`src/rtl/alu_operand_loader_pkg.sv`:
```
// Shared definitions for the ALU operand loader and its bench.
// Holds the ALU opcode encodings and the loader FSM state encodings.
package alu_operand_loader_pkg;

  // ALU opcodes carried on op_out
  localparam logic [1:0] OP_ADD = 2'b00;
  localparam logic [1:0] OP_SUB = 2'b01;
  localparam logic [1:0] OP_AND = 2'b10;
  localparam logic [1:0] OP_OR  = 2'b11;

  // Loader FSM states; the encoding is visible on the state_out debug pins
  typedef enum logic [1:0] {
    ST_IDLE  = 2'b00,
    ST_GOT_A = 2'b01,
    ST_ISSUE = 2'b10
  } state_e;

endpackage

```
`src/rtl/alu_operand_loader_if.sv`:
```
// Operand word bus between the loader and the ALU.
//  a_out/b_out : operands (WIDTH bits)
//  op_out      : 2-bit opcode
//  opnd_valid  : word complete and stable
//  opnd_ready  : ALU accepts the word
// master = loader side, slave = ALU side.
interface alu_operand_loader_if #(
  parameter int WIDTH = 4
);
  logic [WIDTH-1:0] a_out;
  logic [WIDTH-1:0] b_out;
  logic [1:0]       op_out;
  logic             opnd_valid;
  logic             opnd_ready;

  modport master (
    output a_out,
    output b_out,
    output op_out,
    output opnd_valid,
    input  opnd_ready
  );

  modport slave (
    input  a_out,
    input  b_out,
    input  op_out,
    input  opnd_valid,
    output opnd_ready
  );
endinterface

```
`src/rtl/alu_operand_loader_strobe_sync_edge.sv`:
```
// Synchronizes the asynchronous load strobe and produces a one-cycle
// rising-edge pulse.
//  clk      : system clock
//  rst_n    : asynchronous active-low reset
//  strb_in  : raw asynchronous strobe
//  edge_out : one-cycle pulse on a synchronized rising edge
// SYNC_STAGES must be at least 2. A level first sampled at edge k is seen
// as a pulse during the cycle that ends at edge k+SYNC_STAGES.
module alu_operand_loader_strobe_sync_edge #(
  parameter int SYNC_STAGES = 2
) (
  input  logic clk,
  input  logic rst_n,
  input  logic strb_in,
  output logic edge_out
);

  logic [SYNC_STAGES-1:0] sync_r;
  logic                   edge_q_r;

  // Synchronizer chain plus the delayed copy used for edge detection
  always_ff @(posedge clk or negedge rst_n) begin
    if (!rst_n) begin
      sync_r   <= '0;
      edge_q_r <= 1'b0;
    end else begin
      sync_r   <= {sync_r[SYNC_STAGES-2:0], strb_in};
      edge_q_r <= sync_r[SYNC_STAGES-1];
    end
  end

  // A held-high strobe yields exactly one pulse
  assign edge_out = sync_r[SYNC_STAGES-1] & ~edge_q_r;

endmodule

```
`src/rtl/alu_operand_loader.sv`:
```
// Upstream stage of the 4-bit ALU. Collects operand A, then operand B with
// the opcode, from a nibble bus on two strobe edges and presents the
// complete word with a valid/ready handshake. Counts completed handshakes
// and flags strobes that arrive while a word is still waiting.
//  clk, rst_n : clock, asynchronous active-low reset
//  ena        : 0 freezes FSM, data, counter and error flag
//  nib_in     : operand nibble, sampled on a strobe edge
//  op_in      : opcode, sampled together with B
//  ld_strb    : asynchronous load strobe, rising edge = load
//  clr        : synchronous clear, wins over everything except rst_n
//  opnd       : operand bus (a_out, b_out, op_out, opnd_valid, opnd_ready)
//  state_out  : FSM state for debug pins
//  txn_cnt    : completed handshakes, wraps
//  ovr_err    : sticky overrun flag
module alu_operand_loader
  import alu_operand_loader_pkg::*;
#(
  parameter int WIDTH       = 4,
  parameter int SYNC_STAGES = 2,
  parameter int CNT_W       = 4
) (
  input  logic                 clk,
  input  logic                 rst_n,
  input  logic                 ena,
  input  logic [WIDTH-1:0]     nib_in,
  input  logic [1:0]           op_in,
  input  logic                 ld_strb,
  input  logic                 clr,
  alu_operand_loader_if.master opnd,
  output logic [1:0]           state_out,
  output logic [CNT_W-1:0]     txn_cnt,
  output logic                 ovr_err
);

  state_e           state_r;
  logic [WIDTH-1:0] a_r;
  logic [WIDTH-1:0] b_r;
  logic [1:0]       op_r;
  logic             valid_r;
  logic [CNT_W-1:0] cnt_r;
  logic             ovr_r;
  logic             edge_s;

  alu_operand_loader_strobe_sync_edge #(
    .SYNC_STAGES (SYNC_STAGES)
  ) u_sync (
    .clk      (clk),
    .rst_n    (rst_n),
    .strb_in  (ld_strb),
    .edge_out (edge_s)
  );

  // Loader FSM with its data, counter and error registers
  always_ff @(posedge clk or negedge rst_n) begin
    if (!rst_n) begin
      state_r <= ST_IDLE;
      a_r     <= '0;
      b_r     <= '0;
      op_r    <= 2'b00;
      valid_r <= 1'b0;
      cnt_r   <= '0;
      ovr_r   <= 1'b0;
    end else if (clr) begin
      // Any strobe edge landing in this cycle is dropped
      state_r <= ST_IDLE;
      a_r     <= '0;
      b_r     <= '0;
      op_r    <= 2'b00;
      valid_r <= 1'b0;
      cnt_r   <= '0;
      ovr_r   <= 1'b0;
    end else if (ena) begin
      case (state_r)
        ST_IDLE: begin
          if (edge_s) begin
            a_r     <= nib_in;
            state_r <= ST_GOT_A;
          end else begin
            state_r <= ST_IDLE;
          end
        end
        ST_GOT_A: begin
          if (edge_s) begin
            b_r     <= nib_in;
            op_r    <= op_in;
            valid_r <= 1'b1;
            state_r <= ST_ISSUE;
          end else begin
            state_r <= ST_GOT_A;
          end
        end
        ST_ISSUE: begin
          if (opnd.opnd_ready) begin
            cnt_r   <= cnt_r + {{(CNT_W-1){1'b0}}, 1'b1};
            valid_r <= 1'b0;
            // A strobe coinciding with acceptance already starts the next word
            if (edge_s) begin
              a_r     <= nib_in;
              state_r <= ST_GOT_A;
            end else begin
              state_r <= ST_IDLE;
            end
          end else if (edge_s) begin
            // Word still pending: keep it intact and record the overrun
            ovr_r <= 1'b1;
          end else begin
            state_r <= ST_ISSUE;
          end
        end
        default: begin
          state_r <= ST_IDLE;
          valid_r <= 1'b0;
        end
      endcase
    end else begin
      state_r <= state_r;
    end
  end

  assign opnd.a_out      = a_r;
  assign opnd.b_out      = b_r;
  assign opnd.op_out     = op_r;
  assign opnd.opnd_valid = valid_r;
  assign state_out       = state_r;
  assign txn_cnt         = cnt_r;
  assign ovr_err         = ovr_r;

endmodule
```
`src/flat_wrapper.sv`:
```
// flat-port wrapper written by rule: the top's interface ports become plain ports
module alu_operand_loader_flat import alu_operand_loader_pkg::*;
#(
  parameter int WIDTH       = 4,
  parameter int SYNC_STAGES = 2,
  parameter int CNT_W       = 4
)
  (clk, rst_n, ena, nib_in, op_in, ld_strb, clr, state_out, txn_cnt, ovr_err, opnd_a_out, opnd_b_out, opnd_op_out, opnd_opnd_valid, opnd_opnd_ready);
  alu_operand_loader_if #(.WIDTH(WIDTH)) opnd_i ();
  input  logic clk;
  input  logic rst_n;
  input  logic ena;
  input  logic [WIDTH-1:0] nib_in;
  input  logic [1:0] op_in;
  input  logic ld_strb;
  input  logic clr;
  output logic [1:0] state_out;
  output logic [CNT_W-1:0] txn_cnt;
  output logic ovr_err;
  output wire logic [$bits(opnd_i.a_out)-1:0] opnd_a_out;
  output wire logic [$bits(opnd_i.b_out)-1:0] opnd_b_out;
  output wire logic [$bits(opnd_i.op_out)-1:0] opnd_op_out;
  output wire logic [$bits(opnd_i.opnd_valid)-1:0] opnd_opnd_valid;
  input wire logic [$bits(opnd_i.opnd_ready)-1:0] opnd_opnd_ready;
  assign opnd_a_out = opnd_i.a_out;
  assign opnd_b_out = opnd_i.b_out;
  assign opnd_op_out = opnd_i.op_out;
  assign opnd_opnd_valid = opnd_i.opnd_valid;
  assign opnd_i.opnd_ready = opnd_opnd_ready;
  alu_operand_loader #(.WIDTH(WIDTH), .SYNC_STAGES(SYNC_STAGES), .CNT_W(CNT_W)) u_core (.clk(clk), .rst_n(rst_n), .ena(ena), .nib_in(nib_in), .op_in(op_in), .ld_strb(ld_strb), .clr(clr), .opnd(opnd_i), .state_out(state_out), .txn_cnt(txn_cnt), .ovr_err(ovr_err));
endmodule
```
`config.mk`:
```
export PLATFORM = sky130hd
export DESIGN_NAME = alu_operand_loader_flat
export DESIGN_NICKNAME = d
export VERILOG_FILES = /design/src/rtl/alu_operand_loader_pkg.sv /design/src/rtl/alu_operand_loader_if.sv /design/src/rtl/alu_operand_loader_strobe_sync_edge.sv /design/src/rtl/alu_operand_loader.sv /design/src/flat_wrapper.sv
export SDC_FILE = /design/constraint.sdc
export NUM_CORES = 1
export LEC_CHECK = 0
export CAP_MARGIN = 0
export CORE_MARGIN = 2
export CORE_UTILIZATION = 45
export DETAILED_ROUTE_END_ITERATION = 6
export MAX_ROUTING_LAYER = met4
export PLACE_DENSITY = 0.8
export SYNTH_ARGS = -nofsm -noshare
export SYNTH_HDL_FRONTEND = slang
export SYNTH_SLANG_ARGS = --single-unit
```
`constraint.sdc`:
```
create_clock -name clk -period 1.5 [get_ports clk]
set_input_delay 0.225 -clock clk [delete_from_list [all_inputs] [get_ports clk]]
set_output_delay 0.225 -clock clk [all_outputs]
set_load 0.02 [all_outputs]
```
==> run_results.csv <==
group,metric,value,unit
status,result_of_the_run,"complete, no violations",
power_and_ir_drop,power_switching_share,0.237,
yosys,mappedNetlistNets,99,
placed_design,numPortBuffers,29,
global_routing,grt_antenna_before_repair,0,
route,vias,778,
timing,final-max-slew-violation-count,0,
critical_path,critical-path-max-stage-delay,0.38,ns
placed_design,detailed_place_hpwl,1520,um
layout,post_route_cells_drive_above_1_share,0.107,
floorplanning,core_box_area,0.00200,mm^2
layout,diodes,0,
critical_path,critPathArrivalTime,1.61,ns
yosys,synth.largest_area_cell,"sky130_fd_sc_hd__dfrtp_1",
global_routing,first_global_vias,724,
layout,num-fill-cells,173,
layout,final_util,0.674,
clock_tree,cts_tree,"done",
yosys,postSynth.asyncResetShare,1.00,
global_routing,first_pass_grt_wire_length,3330,um
floorplanning,start_util,0.484,
floorplanning,die-height,50.4,um
critical_path,ff2ff_path_depth,3,
yosys,commonest_cells_post_synth,"21 x sky130_fd_sc_hd__dfrtp_1, 18 x sky130_fd_sc_hd__nand2b_1, 11 x sky130_fd_sc_hd__mux2i_1, 5 x sky130_fd_sc_hd__nor2_1, 4 x sky130_fd_sc_hd__o21ai_0",
layout,multiInputGateArea,419,um^2
power_and_ir_drop,psw,0.230,mW
yosys,synthCells,86,
power_and_ir_drop,share_clk_of_total_power,0.278,
timing,worst_slew_pin_tran,0.335,ns
route,dr.pass1.iters,4,
route,drt_drc_violations_left,0,
power_and_ir_drop,leakage,0.745,nW
power_and_ir_drop,combinationalPowerShare,0.119,
global_routing,grt.overflow.total,0,
layout,nNetsFinal,136,
critical_path,cp_cell_sequence,"nor2b_1 -> and4_2 -> mux2i_1",
critical_path,worst_path_max_delay_cell,"sky130_fd_sc_hd__dfrtp_1",
timing,setup_viol,0,
clock_tree,clock_sinks,21,
layout,synthToLayoutAreaGrowth,39.1,%
floorplanning,die_w,50.4,um
critical_path,cp_top_family,"simple AND/OR/NAND/NOR gates",
clock_tree,ctsRootBufferMaster,"sky130_fd_sc_hd__clkbuf_4",
critical_path,critical_path_class,"reg2reg",
min_path,hold_crit_class,"in2async",
power_and_ir_drop,sequential_cell_fraction_of_total_power,0.603,
timing,finalClockSkew,0.000972,ns
clock_tree,insertion_delay,0.29,ns
layout,final-seq-area,527,um^2
yosys,postSynth.topFlopCell,"sky130_fd_sc_hd__dfrtp_1",
timing,period_minus_slack,1.39,ns
power_and_ir_drop,max-vdd-ir-drop,510,uV
timing,finalHoldViolations,0,
floorplanning,top_level_ports,30,
clock_tree,post_cts_hold_buffer_count,0,
critical_path,required_time_at_the_worst_slack_endpoint,1.72,ns
clock_tree,worst_setup_hold_path_clk_slew,0.12,ns
route,detailedRoute.firstIterationViolations,5,
placed_design,final_gp_congestion,0.821,
yosys,syn_area_per_cell,11.3,um^2
power_and_ir_drop,p_int,0.740,mW
clock_tree,total_clock_buffers_created_by_cts,3,
critical_path,worstSetupStartpointType,"register",
route,antenna_left,0,
yosys,ys_seq_area_frac,0.542,
yosys,synthDominantCellAreaShare,0.542,
yosys,yosys-top-cells-area,"sky130_fd_sc_hd__dfrtp_1 54%, sky130_fd_sc_hd__nand2b_1 12%, sky130_fd_sc_hd__mux2i_1 11%",
yosys,synth_cell_type_count,24,
route,vias_per_cell,5.22,
yosys,synth.most_common_cell,"sky130_fd_sc_hd__dfrtp_1",
critical_path,cp_max_fo,5,
power_and_ir_drop,cellPowerDensity,720,mW/mm^2
yosys,synth_enable_flop_cells,0,
timing,post-route-period-util,0.927,
critical_path,critical_path.endpoint_type,"register",
placed_design,post_dp_cell_area,0.00133,mm^2
clock_tree,postCtsSetupRepairBufs,0,
route,route.detailed.wl_per_inst,14.0,um
critical_path,critical_path.n_buffers_inverters,0,
yosys,netlist_area,970,um^2
clock_tree,cts.htree.levels,1,
critical_path,critical_path.reg2reg.startpoint,"u_core.u_sync.sync_r[1]$_DFF_PN0_",
critical_path,r2r_slack,0.11,ns
global_routing,globalRouteTotalUtil,0.175,
run,max_cap_violations,0,
floorplanning,floorplan.rows,16,
global_routing,grt_max_degree,22,
clock_tree,cts.path.max_buffers,2,
critical_path,worst_r2r_endpoint,"u_core.opnd.op_out[0]$_DFFE_PN0P_",
route,route.final.wire_length,2090,um
yosys,ys_ff_latch,21,
yosys,synth-warning-count,0,
layout,postLayoutCellArea,0.00135,mm^2
timing,achievable-frequency,0.719,GHz
floorplanning,design.die.area,0.00254,mm^2
timing,slew-limit-headroom,0.776,
[cells in the final DEF (no fill, tap or decap), types with 2 or more instances in the layout]
cell	count
sky130_fd_sc_hd__a21oi_1	3
sky130_fd_sc_hd__a31oi_1	2
sky130_fd_sc_hd__buf_4	6
sky130_fd_sc_hd__clkbuf_4	3
sky130_fd_sc_hd__clkdlybuf4s50_1	11
sky130_fd_sc_hd__dfrtp_1	20
sky130_fd_sc_hd__dlygate4sd2_1	13
sky130_fd_sc_hd__dlymetal6s2s_1	5
sky130_fd_sc_hd__inv_1	3
sky130_fd_sc_hd__mux2i_1	11
sky130_fd_sc_hd__nand2_1	2
sky130_fd_sc_hd__nand2b_1	18
sky130_fd_sc_hd__nand4_1	2
sky130_fd_sc_hd__nor2_1	5
sky130_fd_sc_hd__o21ai_0	4
sky130_fd_sc_hd__or3_1	2
[power by group through the flow]
stage	Sequential (mW)	Clock, mW	Combinational (mW)
final	0.586	0.270	0.115
after global routing	0.587	0.306	0.125
after CTS	0.586	0.274	0.116
after detailed placement	0.596	0	0.120
after global placement	0.595	0	0.117
after floorplan	0.603	0	0.0375
[state kept, by name, indices dropped and copies added (netlist names)]
signal / count
u_core.ovr_err: 1
u_core.opnd.op_out: 2
u_core.opnd.b_out: 4
u_core.u_sync.sync_r: 2
u_core.opnd.opnd_valid: 1
u_core.state_out: 2
u_core.u_sync.edge_q_r: 1
u_core.txn_cnt: 4
u_core.opnd.a_out: 4
[worst max path at each step]
stage                                 startpoint                                end  slack, ns  cells after the start
2_1_floorplan    u_core.state_out[0]$_DFFE_PN0P_      u_core.txn_cnt[3]$_DFFE_PN0P_       0.21                      3
3_3_place_gp                                 ena   u_core.opnd.a_out[1]$_DFFE_PN0P_     0.0002                      4
6_report       u_core.u_sync.sync_r[1]$_DFF_PN0_  u_core.opnd.op_out[0]$_DFFE_PN0P_       0.11                      3
5_1_grt        u_core.u_sync.sync_r[1]$_DFF_PN0_  u_core.opnd.op_out[0]$_DFFE_PN0P_      -0.01                      3
4_1_cts         u_core.opnd.b_out[0]$_DFFE_PN0P_                      opnd_b_out[0]      0.001                      1
3_5_place_dp                                 ena   u_core.opnd.a_out[1]$_DFFE_PN0P_      -0.08                      4
[metrics by stage]
step                      power, mW  instances  hold slack, ns  setup WS (ns)  setup TNS, ns
after floorplan               0.641         86         -0.0706          0.206              0
after global placement        0.713        145           0.339       0.000170              0
after detailed placement      0.716        145           0.339        -0.0759         -0.219
after CTS                     0.975        149           0.274        0.00143              0
after global routing           1.02        149           0.273        -0.0124        -0.0124
final                         0.971        149           0.266          0.109              0
[logic make-up after synthesis]
kind of cell	synth area share
and+or+nand+nor	0.240
DFF	0.542
muxes	0.114
AOI/OAI and AO/OA	0.0568
buffers and inverters	0.0258
xor gates and xnor gates	0.00903
adders and majority gates	0.0129
[metal layers]
metal / up-vias / global-route usage / wire length, um
met5: - / - / 0
met4: 0 / 0.0135 / 12
met3: 2 / 0.0298 / 74
met2: 20 / 0.309 / 1090
met1: 389 / 0.222 / 912
li1: 367 / - / -
[timing repair]
action                                  CTS  global route
gates cloned                              0             0
endpoints found under the setup margin   13             5
gates resized for setup                  14             5
[area by class of cell]
| type | instances | share of cell area |
|---|---|---|
| Clock buffer | 4 | 0.0195 |
| Timing Repair Buffer | 35 | 0.246 |
| Tap cell | 27 | 0.0250 |
| Multi-Input combinational cell | 59 | 0.311 |
| Sequential cell | 21 | 0.391 |
| Inverter | 3 | 0.00835 |
Note: power is estimated with default switching activity, not from simulation.
